`src/rtl/bcd_dabble_seq.sv`:
```
// rtl/bcd_dabble_seq.sv - sequential binary-to-BCD converter, shift-and-add-3, one bit per clock
// Saturates to all nines on overflow and produces a leading-zero blanking mask.
module bcd_dabble_seq #(
    parameter int WIDTH  = 14,
    parameter int DIGITS = 4
) (
    input  logic                  clk,
    input  logic                  rst_n,
    input  logic                  in_valid,
    output logic                  in_ready,
    input  logic [WIDTH-1:0]      bin,
    output logic                  out_valid,
    input  logic                  out_ready,
    output logic [4*DIGITS-1:0]   bcd,
    output logic [DIGITS-1:0]     blank_mask,
    output logic                  ovf
);

    localparam int BW = 4 * DIGITS;
    localparam int CW = $clog2(WIDTH + 1);

    function automatic logic [63:0] f_pow10(input int n);
        logic [63:0] p;
        p = 64'd1;
        for (int k = 0; k < n; k++) begin
            p = p * 64'd10;
        end
        return p;
    endfunction

    // 10^10 needs 34 bits, so the limit lives in a 64-bit constant
    localparam logic [63:0]       LIMIT    = f_pow10(DIGITS);
    localparam logic [DIGITS-1:0] MASK_RST = ~DIGITS'(1);

    typedef enum logic [1:0] {
        S_IDLE  = 2'd0,
        S_SHIFT = 2'd1,
        S_DONE  = 2'd2
    } state_t;

    state_t              r_state;
    state_t              w_state_next;
    logic [WIDTH-1:0]    r_shift;
    logic [BW-1:0]       r_work;
    logic [CW-1:0]       r_cnt;
    logic                r_ovf_next;
    logic [BW-1:0]       r_bcd;
    logic [DIGITS-1:0]   r_mask;
    logic                r_ovf;
    logic                r_out_valid;

    logic                w_accept;
    logic                w_last;
    logic [BW-1:0]       w_adj;
    logic [BW-1:0]       w_next_work;
    logic [BW-1:0]       w_load_bcd;
    logic [DIGITS-1:0]   w_load_mask;

    assign in_ready   = (r_state == S_IDLE);
    assign out_valid  = r_out_valid;
    assign bcd        = r_bcd;
    assign blank_mask = r_mask;
    assign ovf        = r_ovf;

    assign w_accept = in_valid && (r_state == S_IDLE);
    assign w_last   = (r_state == S_SHIFT) && (r_cnt == CW'(1));

    always_ff @(posedge clk or negedge rst_n) begin
        if (!rst_n) begin
            r_state <= S_IDLE;
        end else begin
            r_state <= w_state_next;
        end
    end

    always_comb begin
        w_state_next = r_state;
        case (r_state)
            S_IDLE:  if (in_valid)  w_state_next = S_SHIFT;
            S_SHIFT: if (w_last)    w_state_next = S_DONE;
            S_DONE:  if (out_ready) w_state_next = S_IDLE;
            default:                w_state_next = S_IDLE;
        endcase
    end

    always_comb begin
        w_adj = '0;
        for (int i = 0; i < DIGITS; i++) begin
            if (r_work[4*i +: 4] >= 4'd5) begin
                w_adj[4*i +: 4] = r_work[4*i +: 4] + 4'd3;
            end else begin
                w_adj[4*i +: 4] = r_work[4*i +: 4];
            end
        end
    end

    // The bit shifted out of the top digit is dropped by the same-width shift
    assign w_next_work = (w_adj << 1) | {{(BW-1){1'b0}}, r_shift[WIDTH-1]};
    assign w_load_bcd  = r_ovf_next ? {DIGITS{4'h9}} : w_next_work;

    always_comb begin
        logic z;
        w_load_mask = '0;
        z = 1'b1;
        for (int i = DIGITS - 1; i >= 1; i--) begin
            z = z && (w_load_bcd[4*i +: 4] == 4'h0);
            w_load_mask[i] = z;
        end
    end

    always_ff @(posedge clk or negedge rst_n) begin
        if (!rst_n) begin
            r_shift     <= '0;
            r_work      <= '0;
            r_cnt       <= '0;
            r_ovf_next  <= 1'b0;
            r_bcd       <= '0;
            r_mask      <= MASK_RST;
            r_ovf       <= 1'b0;
            r_out_valid <= 1'b0;
        end else begin
            if (w_accept) begin
                r_shift    <= bin;
                r_work     <= '0;
                r_ovf_next <= (64'(bin) >= LIMIT);
                r_cnt      <= CW'(WIDTH);
            end else if (r_state == S_SHIFT) begin
                r_shift <= r_shift << 1;
                r_work  <= w_next_work;
                r_cnt   <= r_cnt - CW'(1);
            end

            if (w_last) begin
                r_bcd       <= w_load_bcd;
                r_mask      <= w_load_mask;
                r_ovf       <= r_ovf_next;
                r_out_valid <= 1'b1;
            end else if ((r_state == S_DONE) && out_ready) begin
                r_out_valid <= 1'b0;
            end
        end
    end

endmodule
```
`config.mk`:
```
export PLATFORM = sky130hd
export DESIGN_NAME = bcd_dabble_seq
export DESIGN_NICKNAME = d
export VERILOG_FILES = /design/src/rtl/bcd_dabble_seq.sv
export SDC_FILE = /design/constraint.sdc
export NUM_CORES = 1
export LEC_CHECK = 0
export CAP_MARGIN = 15
export CORE_MARGIN = 1.5
export CORE_UTILIZATION = 51
export CTS_BUF_LIST = sky130_fd_sc_hd__clkbuf_8
export CTS_CLUSTER_DIAMETER = 120
export DETAILED_ROUTE_END_ITERATION = 16
export HOLD_SLACK_MARGIN = 0.15
export PLACE_DENSITY_LB_ADDON = 0.12
export SYNTH_ARGS = -nofsm -noshare
export SYNTH_HDL_FRONTEND = slang
export SYNTH_SLANG_ARGS = --single-unit
```
`constraint.sdc`:
```
create_clock -name clk -period 1.55 [get_ports clk]
set_input_delay 0.31 -clock clk [delete_from_list [all_inputs] [get_ports clk]]
set_output_delay 0.31 -clock clk [all_outputs]
set_load 0.03 [all_outputs]
```
# Yosys cells after proc, flatten, opt, wreduce, memory -nomap -nowiden

Cells that the tools add are included.

Register bits after elaboration: 58
Logic and storage cells: 55
Memories: 0
Memory bits (writable): 0
Output and inout port bits: 23
Latch bits: 0
Memory bits (read-only): 0

Muxes and demuxes: 17
Equal/unequal tests: 6
Bitwise gates (word level): 1
Divide/modulo/power cells: 0
$add $sub $neg: 5
Shift-type cells: 0
$mul: 0
Magnitude comparators: 5
Reductions and logical operators: 12

Operator list:

| kind                                                              | count |
|---|---|
| 2-to-1 mux 16 bit                                                 | 3 |
| 2-to-1 mux 14 bit                                                 | 2 |
| 2-to-1 mux 4 bit                                                  | 5 |
| greater-or-equal comparator 4 x 3 -> 1 bit, second input constant | 4 |
| OR 16 x 1 -> 16 bit                                               | 1 |
| greater-or-equal comparator 14 bit, second input constant         | 1 |
| adder 4 x 2 -> 4 bit, second input constant                       | 3 |
| logical NOT 4 bit                                                 | 3 |
| 2-to-1 mux 2 bit                                                  | 3 |
| inequality test 2 bit, second input constant                      | 3 |
| one-hot mux 2 bit (3 select lines)                                | 1 |
| logical AND 1 bit                                                 | 5 |
| equality test 4 x 1 -> 1 bit, second input constant               | 1 |
| nonzero test 2 bit                                                | 2 |
| subtractor 4 x 1 -> 4 bit, second input constant                  | 1 |
| adder 3 x 2 -> 3 bit, second input constant                       | 1 |
| 2-to-1 mux 3 bit                                                  | 1 |
| AND reduction 3 bit                                               | 1 |
| equality test 2 x 1 -> 1 bit, second input constant               | 1 |
| equality test 2 bit, second input constant                        | 1 |
| logical NOT 2 bit                                                 | 1 |
| 2-to-1 mux 1 bit                                                  | 2 |

# Logic depth before layout (Yosys ltp)

Gate-level depths: netlist of the first run.

Word-level depth: 7
Gate-level depth with buffers: 7
Depth with buffers taken out: 7

# Least setup slack after synthesis of the first run

Ideal clock, no wire load.

Kind: reg-to-reg
From: reg r_work[4]
To: reg r_mask[1] (netlist: blank_mask[1])
Stages on the path, launching flop included: 8
Path buffers: 0
Data required time: 1.471 ns
Arrival time: 1.607 ns
Setup slack: -0.137 ns
Clock period less this slack: 1.687 ns
Cells stage by stage: dfrtp_1 -> inv_1 -> ha_1 -> nand2b_1 -> a21oi_1 -> mux2i_1 -> and4bb_1 -> a22o_1

Longest elaborated chain between the ends: 7

Ends and longest elaborated chain:

| item                                                                                      | RTL line | RTL |
|---|---|---|
| start, declared                                                                           | 44       | `logic [BW-1:0] r_work;` |
| start signal, assigned                                                                    | 129      | `r_work <= w_next_work;` |
| adder 4 x 2 -> 4 bit / greater-or-equal comparator 4 x 3 -> 1 bit (equally long branches) | 90, 89   |  |
| 2-to-1 mux 4 bit (*)                                                                      | 89       | `if (r_work[4*i +: 4] >= 4'd5) begin` |
| OR 16 x 1 -> 16 bit (*)                                                                   | 98       | `assign w_next_work = (w_adj << 1) \| {{(BW-1){1'b0}}, r_shift[WIDTH-1]};` |
| 2-to-1 mux 16 bit (*)                                                                     | 99       | `assign w_load_bcd = r_ovf_next ? {DIGITS{4'h9}} : w_next_work;` |
| logical NOT 4 bit                                                                         | 106      | `z = z && (w_load_bcd[4*i +: 4] == 4'h0);` |
| logical AND 1 bit                                                                         | 106      |  |
| logical AND 1 bit (*)                                                                     | 106      |  |
| end signal, assigned                                                                      | 135      | `r_mask <= w_load_mask;` |
| end, declared                                                                             | 48       | `logic [DIGITS-1:0] r_mask;` |

Every way passes the cells marked *; elsewhere a longest branch is shown, timed or not.
A chain may end at the register's enable or synchronous reset.

# Final worst setup path of the first run

From: reg r_work[12]
To: reg r_mask[2] (netlist: blank_mask[2])

Longest elaborated chain between the ends: 6

Ends and longest elaborated chain:

| item                                                                                      | RTL line |
|---|---|
| greater-or-equal comparator 4 x 3 -> 1 bit / adder 3 x 2 -> 3 bit (equally long branches) | 89, 90 |
| 2-to-1 mux 3 bit (*)                                                                      | 89 |
| OR 16 x 1 -> 16 bit (*)                                                                   | 98 |
| 2-to-1 mux 16 bit (*)                                                                     | 99 |
| logical NOT 4 bit (*)                                                                     | 106 |
| logical AND 1 bit (*)                                                                     | 106 |

Marks and branches as above.

==> flow_results.xml, run 1 <==
<?xml version="1.0" encoding="UTF-8"?>
<metrics>
  <group name="setup_path">
    <metric name="standard_cell_with_the_maximum_stage_delay_on_the_critical_path" unit="">sky130_fd_sc_hd__dfrtp_2</metric>
    <metric name="timing.critical_path.to_type" unit="">flop</metric>
    <metric name="critPathMaxFanout" unit="">4</metric>
    <metric name="timing.critical_path.required" unit="ps">1810</metric>
    <metric name="timing.critical_path.from_type" unit="">flop</metric>
    <metric name="worst_ep_arrival" unit="ps">1930</metric>
    <metric name="slowest_delay" unit="ps">410</metric>
    <metric name="critPathKind" unit="">reg2reg</metric>
    <metric name="cp_cell_sequence" unit="">inv_2 -&gt; ha_4 -&gt; or3b_1 -&gt; and3_4 -&gt; nand3b_4 -&gt; nor4_4 -&gt; mux2_4</metric>
  </group>
  <group name="global_route">
    <metric name="grt_usage" unit="">0.2591</metric>
    <metric name="grt_max_degree" unit="">59</metric>
    <metric name="overflow" unit="">0</metric>
    <metric name="first_global_vias" unit="">2496</metric>
    <metric name="grt_first_pass_wirelength" unit="mm">11.92</metric>
    <metric name="grt_antenna_before_repair" unit="">0</metric>
  </group>
  <group name="synthesis">
    <metric name="ys_seq_elements" unit="">58</metric>
    <metric name="yosysUniqueCellTypes" unit="">45</metric>
    <metric name="synthesis.area" unit="mm²">0.002814</metric>
    <metric name="share_of_flip_flops_with_an_asynchronous_set_or_reset_after_synthesis" unit="">1.000</metric>
    <metric name="avgSynthCellArea" unit="µm²">9.637</metric>
    <metric name="synthesis.nets" unit="">320</metric>
    <metric name="synth_top_area_share" unit="">0.4891</metric>
    <metric name="sequential_fraction_of_the_synthesis_area" unit="">0.5171</metric>
    <metric name="synthDominantAreaCellType" unit="">sky130_fd_sc_hd__dfrtp_1</metric>
    <metric name="yosysWarningCount" unit="">0</metric>
    <metric name="synth_cells" unit="">292</metric>
    <metric name="post_synth_main_area_contributors" unit="">sky130_fd_sc_hd__dfrtp_1 (49%), sky130_fd_sc_hd__nand2_1 (7.2%), sky130_fd_sc_hd__o21ai_0 (6.0%), sky130_fd_sc_hd__ha_1 (4.4%), sky130_fd_sc_hd__a22oi_1 (3.5%)</metric>
    <metric name="synth_top_flop_cell" unit="">sky130_fd_sc_hd__dfrtp_1</metric>
    <metric name="synth-edff-count" unit="">0</metric>
  </group>
  <group name="place">
    <metric name="place_area" unit="mm²">0.003699</metric>
    <metric name="hpwlAfterDp" unit="mm">4.755</metric>
    <metric name="preCtsSetupSlack" unit="ps">-181.9</metric>
    <metric name="port_buffers" unit="">39</metric>
    <metric name="globalplace.congestion" unit="">0.7845</metric>
  </group>
  <group name="min_path">
    <metric name="hold_path_class" unit="">reg2reg</metric>
  </group>
  <group name="finish">
    <metric name="num_antenna_cells" unit="">0</metric>
    <metric name="num-fill-cells" unit="">371</metric>
    <metric name="nNetsFinal" unit="">411</metric>
    <metric name="non_filler_cell_area_final" unit="mm²">0.004093</metric>
    <metric name="layout-drive-gt1-share" unit="">0.3256</metric>
    <metric name="area.growth.synth_to_final" unit="%">45.44</metric>
  </group>
  <group name="clocking">
    <metric name="cts_max_path_buffers" unit="">2</metric>
    <metric name="insertion_delay" unit="ps">330</metric>
    <metric name="clock_sinks" unit="">58</metric>
    <metric name="cts_htree_levels" unit="">3</metric>
    <metric name="ctsRootBufferMaster" unit="">sky130_fd_sc_hd__clkbuf_8</metric>
    <metric name="cts_buffers" unit="">9</metric>
    <metric name="clkSlewWorstSetupHoldPaths" unit="ps">60</metric>
    <metric name="tritoncts" unit="">built</metric>
  </group>
  <group name="timing">
    <metric name="endpoints_failing_hold" unit="">0</metric>
    <metric name="report.final.setup_viol" unit="">4</metric>
    <metric name="setup-tns-final" unit="ps">-355.1</metric>
    <metric name="final.min_clock_period" unit="ps">1677</metric>
    <metric name="final_max_slew_viol_count" unit="">0</metric>
    <metric name="final.setup_skew" unit="ps">6.938</metric>
    <metric name="rsz0062_at_grt" unit="">yes</metric>
    <metric name="timing.final.crit_share" unit="">1.082</metric>
    <metric name="fmaxAchievable" unit="GHz">0.5964</metric>
    <metric name="postLayoutSetupSlackWorst" unit="ps">-126.6</metric>
    <metric name="fin_hold_ws" unit="ps">477.1</metric>
  </group>
  <group name="route">
    <metric name="detail_route.wl_per_cell" unit="µm">15.91</metric>
    <metric name="detail_route.wirelength" unit="mm">7.271</metric>
    <metric name="detail_route.first_pass.iterations" unit="">4</metric>
    <metric name="1st_iter_drt_viols" unit="">130</metric>
    <metric name="via_per_inst" unit="">5.495</metric>
    <metric name="antenna_violating_nets_post_route" unit="">0</metric>
    <metric name="detailroute.via_count" unit="">2511</metric>
    <metric name="detail_route.drc_violations" unit="">0</metric>
  </group>
  <group name="floorplanning">
    <metric name="core_area" unit="mm²">0.005205</metric>
    <metric name="design.portCount" unit="">41</metric>
    <metric name="die_area" unit="mm²">0.005972</metric>
    <metric name="num_rows" unit="">26</metric>
    <metric name="chipHeight" unit="µm">77.28</metric>
    <metric name="start_util" unit="">0.5406</metric>
    <metric name="die_width" unit="µm">77.28</metric>
  </group>
  <group name="run_status">
    <metric name="failing_checks" unit="">negative setup slack</metric>
    <metric name="result_of_the_run" unit="">finished with violations</metric>
  </group>
  <group name="power">
    <metric name="power_frac_comb" unit="">0.569</metric>
    <metric name="p_switching" unit="µW">3847</metric>
    <metric name="p_leak" unit="µW">0.001888</metric>
    <metric name="clock_power_share" unit="">0.133</metric>
    <metric name="power_switching_share" unit="">0.4202</metric>
    <metric name="seqPwrFrac" unit="">0.298</metric>
    <metric name="pwr_cell_area" unit="mW/mm²">2236</metric>
    <metric name="vdd.ir_drop.worst" unit="mV">1.614</metric>
    <metric name="cell_internal_pwr" unit="µW">5307</metric>
  </group>
  <group name="run">
    <metric name="drv_cap" unit="">0</metric>
  </group>
</metrics>
## critical path: cells and delay by family, from the launching register on
| kind | cells | cell delay, ps |
|---|---|---|
| muxes | 1 | 260 |
| DFF | 1 | 410 |
| and+or+nand+nor | 4 | 670 |
| buffers and inverters | 1 | 70 |
| adders and majority gates | 1 | 180 |
## state kept, by name (all words and copies together) (netlist names)
name        count
ovf             1
bcd            16
r_work         16
r_cnt           4
r_ovf_next      1
out_valid       1
r_state         2
r_shift        14
blank_mask      3
## cell usage in the layout (no fill, tap or decap), types with 3 or more instances in the layout
| cell type | count |
|---|---|
| sky130_fd_sc_hd__buf_12 | 4 |
| sky130_fd_sc_hd__nor3b_1 | 3 |
| sky130_fd_sc_hd__nand3_1 | 13 |
| sky130_fd_sc_hd__clkbuf_8 | 11 |
| sky130_fd_sc_hd__dfrtp_1 | 53 |
| sky130_fd_sc_hd__dfstp_2 | 3 |
| sky130_fd_sc_hd__inv_1 | 5 |
| sky130_fd_sc_hd__o21ai_0 | 24 |
| sky130_fd_sc_hd__xnor2_1 | 3 |
| sky130_fd_sc_hd__buf_4 | 46 |
| sky130_fd_sc_hd__clkinv_2 | 3 |
| sky130_fd_sc_hd__a22oi_1 | 13 |
| sky130_fd_sc_hd__a21oi_1 | 10 |
| sky130_fd_sc_hd__ha_1 | 3 |
| sky130_fd_sc_hd__buf_6 | 4 |
| sky130_fd_sc_hd__nand2_1 | 53 |
| sky130_fd_sc_hd__ha_4 | 6 |
| sky130_fd_sc_hd__nor3_1 | 3 |
| sky130_fd_sc_hd__nand2b_4 | 4 |
| sky130_fd_sc_hd__clkdlybuf4s50_1 | 16 |
| sky130_fd_sc_hd__o21ai_1 | 12 |
| sky130_fd_sc_hd__nor2_2 | 4 |
| sky130_fd_sc_hd__nor2_1 | 9 |
| sky130_fd_sc_hd__dlygate4sd2_1 | 18 |
| sky130_fd_sc_hd__inv_2 | 9 |
## kinds of logic after synthesis
kind of cell,after synthesis,share of synthesized area
xor+xnor,5,0.01556
fa+ha+maj,10,0.04446
simple gates,109,0.1956
compound gates,77,0.1663
flops,58,0.5171
other cells,1,0.001333
mux,5,0.01867
buf+inv,27,0.04091
## metal layers
| metal | GRT usage | share of wire | wire [µm] | vias to the layer above |
|---|---|---|---|---|
| li1 | - | - | - | 1201 |
| met5 | 0 | 0 | 0 | - |
| met4 | 0.09455 | 0.028 | 207 | 0 |
| met2 | 0.4184 | 0.50 | 3646 | 66 |
| met1 | 0.3354 | 0.43 | 3107 | 1223 |
| met3 | 0.06786 | 0.043 | 310 | 21 |
## power groups by stage
stage	clock network [µW]	registers, µW	logic, µW
2_1_floorplan	0	3050	2210
3_3_place_gp	0	2640	4420
5_1_grt	1310	2800	5670
6_report	1220	2720	5210
3_5_place_dp	0	2680	4580
4_1_cts	1230	2680	4850
## worst paths after layout
path,from,end,slack [ps],depth (start not counted)
setup / recovery,r_work[12],blank_mask[2],-130,7
hold / removal,bcd[0],bcd[0],480,2
setup reg to reg,r_work[12],blank_mask[2],-130,7
hold reg to reg,bcd[0],bcd[0],480,2
max in group asynchronous,rst_n,r_work[12],750,3
min in group asynchronous,rst_n,r_work[10],490,3
## repair_timing
item | 4_1_cts | 5_1_grt
resized for setup | 54 | 33
endpoints found under the hold margin | 55 | 0
endpoints found under the setup margin | 38 | 31
buffers inserted | 3 | 4
pin swaps | 7 | 8
hold buffers | 1 | 0
## through the flow
stage / cells / power (µW) / util
6_report: 457 / 9153 / 0.7863
5_1_grt: 457 / 9780 / 0.7863
4_1_cts: 454 / 8757 / 0.7649
3_5_place_dp: 436 / 7258 / 0.7106
3_3_place_gp: 436 / 7061 / 0.7106
2_1_floorplan: 292 / 5263 / -
## layout make-up
type | count | area (µm²) | area share
inverters | 13 | 48.80 | 0.01192
clock inverters | 4 | 18.77 | 0.004586
multi-input cells | 207 | 1489 | 0.3638
clock buffers | 11 | 151.4 | 0.03699
flip-flops and latches | 58 | 1458 | 0.3562
repair buffers | 94 | 839.6 | 0.2051
well taps | 70 | 87.58 | 0.02140
## synth_stat cells, types with 2 or more instances
master	count
sky130_fd_sc_hd__dfrtp_1	55
sky130_fd_sc_hd__and2_1	2
sky130_fd_sc_hd__nor3b_1	4
sky130_fd_sc_hd__dfstp_2	3
sky130_fd_sc_hd__a22o_1	2
sky130_fd_sc_hd__nand2b_1	5
sky130_fd_sc_hd__o211ai_1	2
sky130_fd_sc_hd__a21oi_1	12
sky130_fd_sc_hd__nor2_1	13
sky130_fd_sc_hd__mux2i_1	3
sky130_fd_sc_hd__ha_1	10
sky130_fd_sc_hd__inv_1	13
sky130_fd_sc_hd__o21ai_1	4
sky130_fd_sc_hd__or3b_1	2
sky130_fd_sc_hd__nand3_1	13
sky130_fd_sc_hd__clkbuf_1	5
sky130_fd_sc_hd__nand2_1	54
sky130_fd_sc_hd__mux2_2	2
sky130_fd_sc_hd__nor4_1	2
sky130_fd_sc_hd__o31ai_1	2
sky130_fd_sc_hd__xnor2_1	5
sky130_fd_sc_hd__a22oi_1	13
sky130_fd_sc_hd__o21ai_0	34
sky130_fd_sc_hd__nor3_1	3
sky130_fd_sc_hd__buf_2	8
sky130_fd_sc_hd__a31oi_1	2
No activity file was read; power rests on OpenSTA's default activity.
==> run 2, diff against run 1 <==
--- a/config.mk
+++ b/config.mk
@@ -7,7 +7,7 @@
 export LEC_CHECK = 0
 export CAP_MARGIN = 15
 export CORE_MARGIN = 1.5
-export CORE_UTILIZATION = 51
+export CORE_UTILIZATION = 25
 export CTS_BUF_LIST = sky130_fd_sc_hd__clkbuf_8
 export CTS_CLUSTER_DIAMETER = 120
 export DETAILED_ROUTE_END_ITERATION = 16
==> constraint.sdc (replaced) <==
create_clock -name clk -period 1.9 [get_ports clk]
set_input_delay 0.38 -clock clk [delete_from_list [all_inputs] [get_ports clk]]
set_output_delay 0.38 -clock clk [all_outputs]
set_load 0.03 [all_outputs]
==> flow_results.xml, run 2 (synthesized netlist as in run 1, its figures left out) <==
<?xml version="1.0" encoding="UTF-8"?>
<metrics>
  <group name="run">
    <metric name="drv_cap" unit="">0</metric>
  </group>
  <group name="floorplanning">
    <metric name="design.portCount" unit="">41</metric>
    <metric name="die_area" unit="mm²">0.01190</metric>
    <metric name="start_util" unit="">0.2584</metric>
    <metric name="num_rows" unit="">38</metric>
    <metric name="die_width" unit="µm">109.1</metric>
    <metric name="chipHeight" unit="µm">109.1</metric>
    <metric name="core_area" unit="mm²">0.01089</metric>
  </group>
  <group name="timing">
    <metric name="endpoints_failing_hold" unit="">0</metric>
    <metric name="timing.final.crit_share" unit="">0.9450</metric>
    <metric name="final.min_clock_period" unit="ps">1796</metric>
    <metric name="final_max_slew_viol_count" unit="">0</metric>
    <metric name="fmaxAchievable" unit="GHz">0.5569</metric>
    <metric name="max_slew.worst_pin.slew" unit="ps">557.4</metric>
    <metric name="worst_slew_margin_rel" unit="">0.6284</metric>
    <metric name="report.final.setup_viol" unit="">0</metric>
    <metric name="final.setup_skew" unit="ps">9.992</metric>
    <metric name="rsz0062_at_grt" unit="">no</metric>
    <metric name="setup-tns-final" unit="ps">0</metric>
  </group>
  <group name="finish">
    <metric name="layout-drive-gt1-share" unit="">0.1558</metric>
    <metric name="num_antenna_cells" unit="">0</metric>
    <metric name="final_cell_mix" unit="">sky130_fd_sc_hd__nand2_1 (54), sky130_fd_sc_hd__dfrtp_1 (54), sky130_fd_sc_hd__o21ai_0 (34), sky130_fd_sc_hd__clkdlybuf4s50_1 (34), sky130_fd_sc_hd__inv_1 (16)</metric>
    <metric name="finish.cell_count_without_fillers" unit="">493</metric>
    <metric name="num-fill-cells" unit="">1111</metric>
    <metric name="nNetsFinal" unit="">376</metric>
    <metric name="area.growth.synth_to_final" unit="%">34.77</metric>
  </group>
  <group name="setup_path">
    <metric name="critPathKind" unit="">reg2reg</metric>
    <metric name="timing.critical_path.required" unit="ps">2160</metric>
    <metric name="timing.critical_path.from_type" unit="">flop</metric>
    <metric name="standard_cell_with_the_maximum_stage_delay_on_the_critical_path" unit="">sky130_fd_sc_hd__dfrtp_1</metric>
    <metric name="reg2reg_depth" unit="">7</metric>
    <metric name="worstReg2RegStart" unit="">r_work[12]</metric>
    <metric name="timing.critical_path.to_type" unit="">flop</metric>
    <metric name="cp_cell_sequence" unit="">inv_1 -&gt; ha_1 -&gt; or3b_1 -&gt; and3_4 -&gt; nand3b_4 -&gt; nor4_4 -&gt; mux2_4</metric>
    <metric name="r2r-end" unit="">blank_mask[2]</metric>
    <metric name="critPathMaxFanout" unit="">4</metric>
    <metric name="timing.reg2reg.setup_slack" unit="ps">100</metric>
    <metric name="slowest_delay" unit="ps">390</metric>
    <metric name="worst_ep_arrival" unit="ps">2050</metric>
    <metric name="crit_path_end" unit="">blank_mask[2]</metric>
    <metric name="startpoint" unit="">r_work[12]</metric>
  </group>
  <group name="clocking">
    <metric name="clkSlewWorstSetupHoldPaths" unit="ps">70</metric>
    <metric name="clock_sinks" unit="">58</metric>
    <metric name="insertion_delay" unit="ps">330</metric>
    <metric name="cts_max_path_buffers" unit="">2</metric>
    <metric name="cts_htree_levels" unit="">3</metric>
    <metric name="cts_buffers" unit="">9</metric>
    <metric name="tritoncts" unit="">built</metric>
    <metric name="ctsRootBufferMaster" unit="">sky130_fd_sc_hd__clkbuf_8</metric>
  </group>
  <group name="global_route">
    <metric name="grt_usage" unit="">0.1328</metric>
    <metric name="grt_first_pass_wirelength" unit="mm">11.96</metric>
    <metric name="first_global_vias" unit="">2345</metric>
    <metric name="overflow" unit="">0</metric>
    <metric name="grt_antenna_before_repair" unit="">0</metric>
    <metric name="grt_max_degree" unit="">30</metric>
  </group>
  <group name="power">
    <metric name="pwr_cell_area" unit="mW/mm²">1770</metric>
    <metric name="p_leak" unit="µW">0.001659</metric>
    <metric name="vdd.ir_drop.worst" unit="mV">0.6413</metric>
    <metric name="power.total" unit="µW">6712</metric>
  </group>
  <group name="place">
    <metric name="hpwlAfterDp" unit="mm">4.946</metric>
    <metric name="port_buffers" unit="">39</metric>
    <metric name="dpl.cell_count" unit="">473</metric>
    <metric name="globalplace.congestion" unit="">0.7875</metric>
  </group>
  <group name="route">
    <metric name="detail_route.wl_per_cell" unit="µm">14.29</metric>
    <metric name="detail_route.first_pass.iterations" unit="">5</metric>
    <metric name="antenna_violating_nets_post_route" unit="">0</metric>
    <metric name="via_per_inst" unit="">4.598</metric>
    <metric name="1st_iter_drt_viols" unit="">61</metric>
    <metric name="detailroute.via_count" unit="">2267</metric>
    <metric name="detail_route.drc_violations" unit="">0</metric>
    <metric name="detail_route.wirelength" unit="mm">7.046</metric>
  </group>
  <group name="run_status">
    <metric name="result_of_the_run" unit="">finished clean</metric>
  </group>
  <group name="min_path">
    <metric name="hold_path_class" unit="">reg2reg</metric>
  </group>
</metrics>
run 2: cell count changes in the layout (fill, tap and decap cells not counted), sizes merged:
cell	before	now
clkbuf	13	10
clkdlybuf4s15	1	0
dlygate4sd2	18	4
buf	56	20
inv	14	16
bufinv	0	2
clkinv	3	1
clkdlybuf4s50	16	34
run 2: critical path: cells and delay by family (launching register included):
kind	cells	cell delay, ps
muxes	1	270
adders and majority gates	1	250
and+or+nand+nor	4	710
buffers and inverters	1	90
DFF	1	390
run 2: cell type report:
cell class                 instances  area [µm²]  area share
clock buffer                      10       137.6     0.03629
clock inverter                     6       76.32     0.02013
inverter                          13       48.80     0.01287
multi-input combinational        207        1303      0.3435
sequential                        58        1456      0.3840
tap                              140       175.2     0.04619
timing repair buffer              59       595.6      0.1570
run 2: worst min-delay path by stage:
| stage | from | end | cells past startpoint |
|---|---|---|---|
| floorplan | rst_n | bcd[0] | 0 |
| global placement | rst_n | bcd[10] | 1 |
| detailed placement | rst_n | bcd[10] | 1 |
| CTS | blank_mask[3] | blank_mask[3] | 2 |
| global route | r_shift[9] | r_shift[9] | 2 |
| finish | r_shift[9] | r_shift[9] | 2 |
run 2: timing repair:
item / CTS / global route
setup endpoints to repair: 4 / 2
hold endpoints to repair: 16 / 0
setup buffers: 0 / 3
pin swaps: 0 / 3
cloned: 0 / 0
gates resized for setup: 4 / 12
hold buffers: 1 / 0
run 2: stage by stage:
step	area, µm²	setup WS [ps]	hold WS (ps)	util
after global placement	3491	37.12	410.5	0.3206
after detailed placement	3491	28.53	405.9	0.3206
final	3792	104.5	474.6	0.3483
after CTS	3710	8.926	479.7	0.3407
after floorplan	2814	213.4	84.41	-
after global routing	3792	0.2205	500.0	0.3483
run 2: layer usage:
layer	vias to the layer above	track usage	routed length (µm)
met4	0	0.04511	92
li1	1129	-	-
met3	8	0.03945	318
met2	48	0.2112	3230
met1	1082	0.1712	3405
met5	-	0	0
run 2: where the power goes:
part           internal, µW  leakage (µW)  switching [µW]  total (µW)
clock                   759      0.000120             499        1260
combinational          1450      0.000820            1810        3260
sequential             1780      0.000719             418        2190
==> run 3, diff against run 2 <==
--- a/config.mk
+++ b/config.mk
@@ -5,13 +5,11 @@
 export SDC_FILE = /design/constraint.sdc
 export NUM_CORES = 1
 export LEC_CHECK = 0
-export CAP_MARGIN = 15
 export CORE_MARGIN = 1.5
 export CORE_UTILIZATION = 25
 export CTS_BUF_LIST = sky130_fd_sc_hd__clkbuf_8
 export CTS_CLUSTER_DIAMETER = 120
 export DETAILED_ROUTE_END_ITERATION = 16
-export HOLD_SLACK_MARGIN = 0.15
 export PLACE_DENSITY_LB_ADDON = 0.12
 export SYNTH_ARGS = -nofsm -noshare
 export SYNTH_HDL_FRONTEND = slang
==> flow_results.xml, run 3 (synthesized netlist as in run 1, its figures left out) <==
<?xml version="1.0" encoding="UTF-8"?>
<metrics>
  <group name="floorplanning">
    <metric name="die_area" unit="mm²">0.01190</metric>
    <metric name="design.portCount" unit="">41</metric>
    <metric name="num_rows" unit="">38</metric>
    <metric name="core_area" unit="mm²">0.01089</metric>
    <metric name="start_util" unit="">0.2584</metric>
    <metric name="chipHeight" unit="µm">109.1</metric>
    <metric name="die_width" unit="µm">109.1</metric>
  </group>
  <group name="clocking">
    <metric name="cts_max_path_buffers" unit="">2</metric>
    <metric name="cts_htree_levels" unit="">3</metric>
    <metric name="tritoncts" unit="">built</metric>
    <metric name="cts_buffers" unit="">9</metric>
    <metric name="clock_sinks" unit="">58</metric>
    <metric name="clkSlewWorstSetupHoldPaths" unit="ps">70</metric>
    <metric name="ctsHoldBuffers" unit="">0</metric>
    <metric name="ctsRootBufferMaster" unit="">sky130_fd_sc_hd__clkbuf_8</metric>
    <metric name="insertion_delay" unit="ps">330</metric>
  </group>
  <group name="global_route">
    <metric name="grt_usage" unit="">0.1328</metric>
    <metric name="grt_first_pass_wirelength" unit="mm">11.96</metric>
    <metric name="grt_max_degree" unit="">30</metric>
    <metric name="first_global_vias" unit="">2345</metric>
    <metric name="overflow" unit="">0</metric>
    <metric name="grt_antenna_before_repair" unit="">0</metric>
  </group>
  <group name="setup_path">
    <metric name="critPathMaxFanout" unit="">4</metric>
    <metric name="cp_cell_sequence" unit="">inv_1 -&gt; ha_1 -&gt; or3b_1 -&gt; and3_4 -&gt; nand3b_4 -&gt; nor4_4 -&gt; mux2_4</metric>
    <metric name="critPathKind" unit="">reg2reg</metric>
    <metric name="worst_ep_arrival" unit="ps">2060</metric>
    <metric name="timing.critical_path.from_type" unit="">flop</metric>
    <metric name="slowest_delay" unit="ps">390</metric>
    <metric name="standard_cell_with_the_maximum_stage_delay_on_the_critical_path" unit="">sky130_fd_sc_hd__dfrtp_1</metric>
    <metric name="timing.critical_path.to_type" unit="">flop</metric>
    <metric name="timing.critical_path.required" unit="ps">2160</metric>
  </group>
  <group name="route">
    <metric name="via_per_inst" unit="">4.602</metric>
    <metric name="detail_route.first_pass.iterations" unit="">5</metric>
    <metric name="detail_route.wl_per_cell" unit="µm">14.31</metric>
    <metric name="detailroute.via_count" unit="">2264</metric>
    <metric name="antenna_violating_nets_post_route" unit="">0</metric>
    <metric name="detail_route.wirelength" unit="mm">7.042</metric>
    <metric name="detail_route.drc_violations" unit="">0</metric>
    <metric name="1st_iter_drt_viols" unit="">43</metric>
  </group>
  <group name="timing">
    <metric name="timing.final.crit_share" unit="">0.9454</metric>
    <metric name="worst_slew_margin_rel" unit="">0.6296</metric>
    <metric name="setup-tns-final" unit="ps">0</metric>
    <metric name="final.min_clock_period" unit="ps">1796</metric>
    <metric name="rsz0062_at_grt" unit="">no</metric>
    <metric name="endpoints_failing_hold" unit="">0</metric>
    <metric name="fmaxAchievable" unit="GHz">0.5567</metric>
    <metric name="max_slew.worst_pin.slew" unit="ps">555.6</metric>
    <metric name="final.setup_skew" unit="ps">9.991</metric>
    <metric name="final_max_slew_viol_count" unit="">0</metric>
    <metric name="report.final.setup_viol" unit="">0</metric>
    <metric name="fin_hold_ws" unit="ps">31.02</metric>
  </group>
  <group name="power">
    <metric name="vdd.ir_drop.worst" unit="mV">0.6412</metric>
    <metric name="pwr_cell_area" unit="mW/mm²">1774</metric>
    <metric name="p_leak" unit="µW">0.001655</metric>
  </group>
  <group name="place">
    <metric name="port_buffers" unit="">39</metric>
    <metric name="place_area" unit="mm²">0.003491</metric>
    <metric name="hpwlAfterDp" unit="mm">4.946</metric>
    <metric name="globalplace.congestion" unit="">0.7875</metric>
  </group>
  <group name="run">
    <metric name="drv_cap" unit="">0</metric>
  </group>
  <group name="min_path">
    <metric name="hold_path_class" unit="">in2async</metric>
  </group>
  <group name="finish">
    <metric name="nNetsFinal" unit="">375</metric>
    <metric name="area.growth.synth_to_final" unit="%">34.42</metric>
    <metric name="layout-drive-gt1-share" unit="">0.1563</metric>
    <metric name="non_filler_cell_area_final" unit="mm²">0.003782</metric>
    <metric name="num_antenna_cells" unit="">0</metric>
    <metric name="final_cell_mix" unit="">sky130_fd_sc_hd__nand2_1 (54), sky130_fd_sc_hd__dfrtp_1 (54), sky130_fd_sc_hd__o21ai_0 (34), sky130_fd_sc_hd__clkdlybuf4s50_1 (34), sky130_fd_sc_hd__inv_1 (16)</metric>
  </group>
  <group name="run_status">
    <metric name="result_of_the_run" unit="">finished clean</metric>
  </group>
</metrics>
-- run 3: per-stage QoR --
stage	util	setup WS (ps)	total power [µW]	std cells
floorplan	-	213.4	4162	292
global placement	0.3206	37.12	5299	473
detailed placement	0.3206	28.53	5323	473
CTS	0.3398	8.926	6615	489
global route	0.3474	0.2205	7285	492
finish	0.3474	103.7	6711	492
-- run 3: final timing paths --
path                       cells after the start            end        from  slack [ps]
max in group asynchronous                      2            ovf       rst_n        1350
min in group clk                               2     r_shift[9]  r_shift[9]         470
min reg2reg                                    2     r_shift[9]  r_shift[9]         470
max reg2reg                                    7  blank_mask[2]  r_work[12]         100
min                                            1        bcd[10]       rst_n          30
max                                            7  blank_mask[2]  r_work[12]         100
-- run 3: cell type report --
cell class / count / area, µm²
tap: 140 / 175.2
inverter: 13 / 48.80
sequential: 58 / 1456
clock inverter: 6 / 76.32
fill: 1112 / 7106
clock buffer: 10 / 137.6
timing repair buffer: 58 / 585.6
multi-input combinational: 207 / 1303
-- run 3: metal layers --
metal,vias to the layer above,part of all wire,GRT usage
met5,-,0,0
met4,0,0.013,0.04511
met3,8,0.048,0.03945
met2,50,0.46,0.2112
met1,1080,0.48,0.1712
li1,1126,-,-
-- run 3: critical path, delay by kind of cell, from the launching register on --
family | cells | cell delay (ps)
flip-flops | 1 | 390
AND/OR/NAND/NOR | 4 | 710
buffers and inverters | 1 | 90
multiplexers | 1 | 270
adder cells (fa/ha/maj) | 1 | 250
-- run 3: timing repair --
action / CTS / global route
gates resized for setup: 4 / 12
setup buffers: 0 / 3
endpoints found under the hold margin: 0 / 0
setup endpoints to repair: 4 / 2
pin swaps: 0 / 3
-- run 3: report_power, final --
part / switching (µW) / internal [µW] / leakage [µW]
clock: 499 / 759 / 0.000120
combinational: 1810 / 1440 / 0.000816
sequential: 417 / 1780 / 0.000719
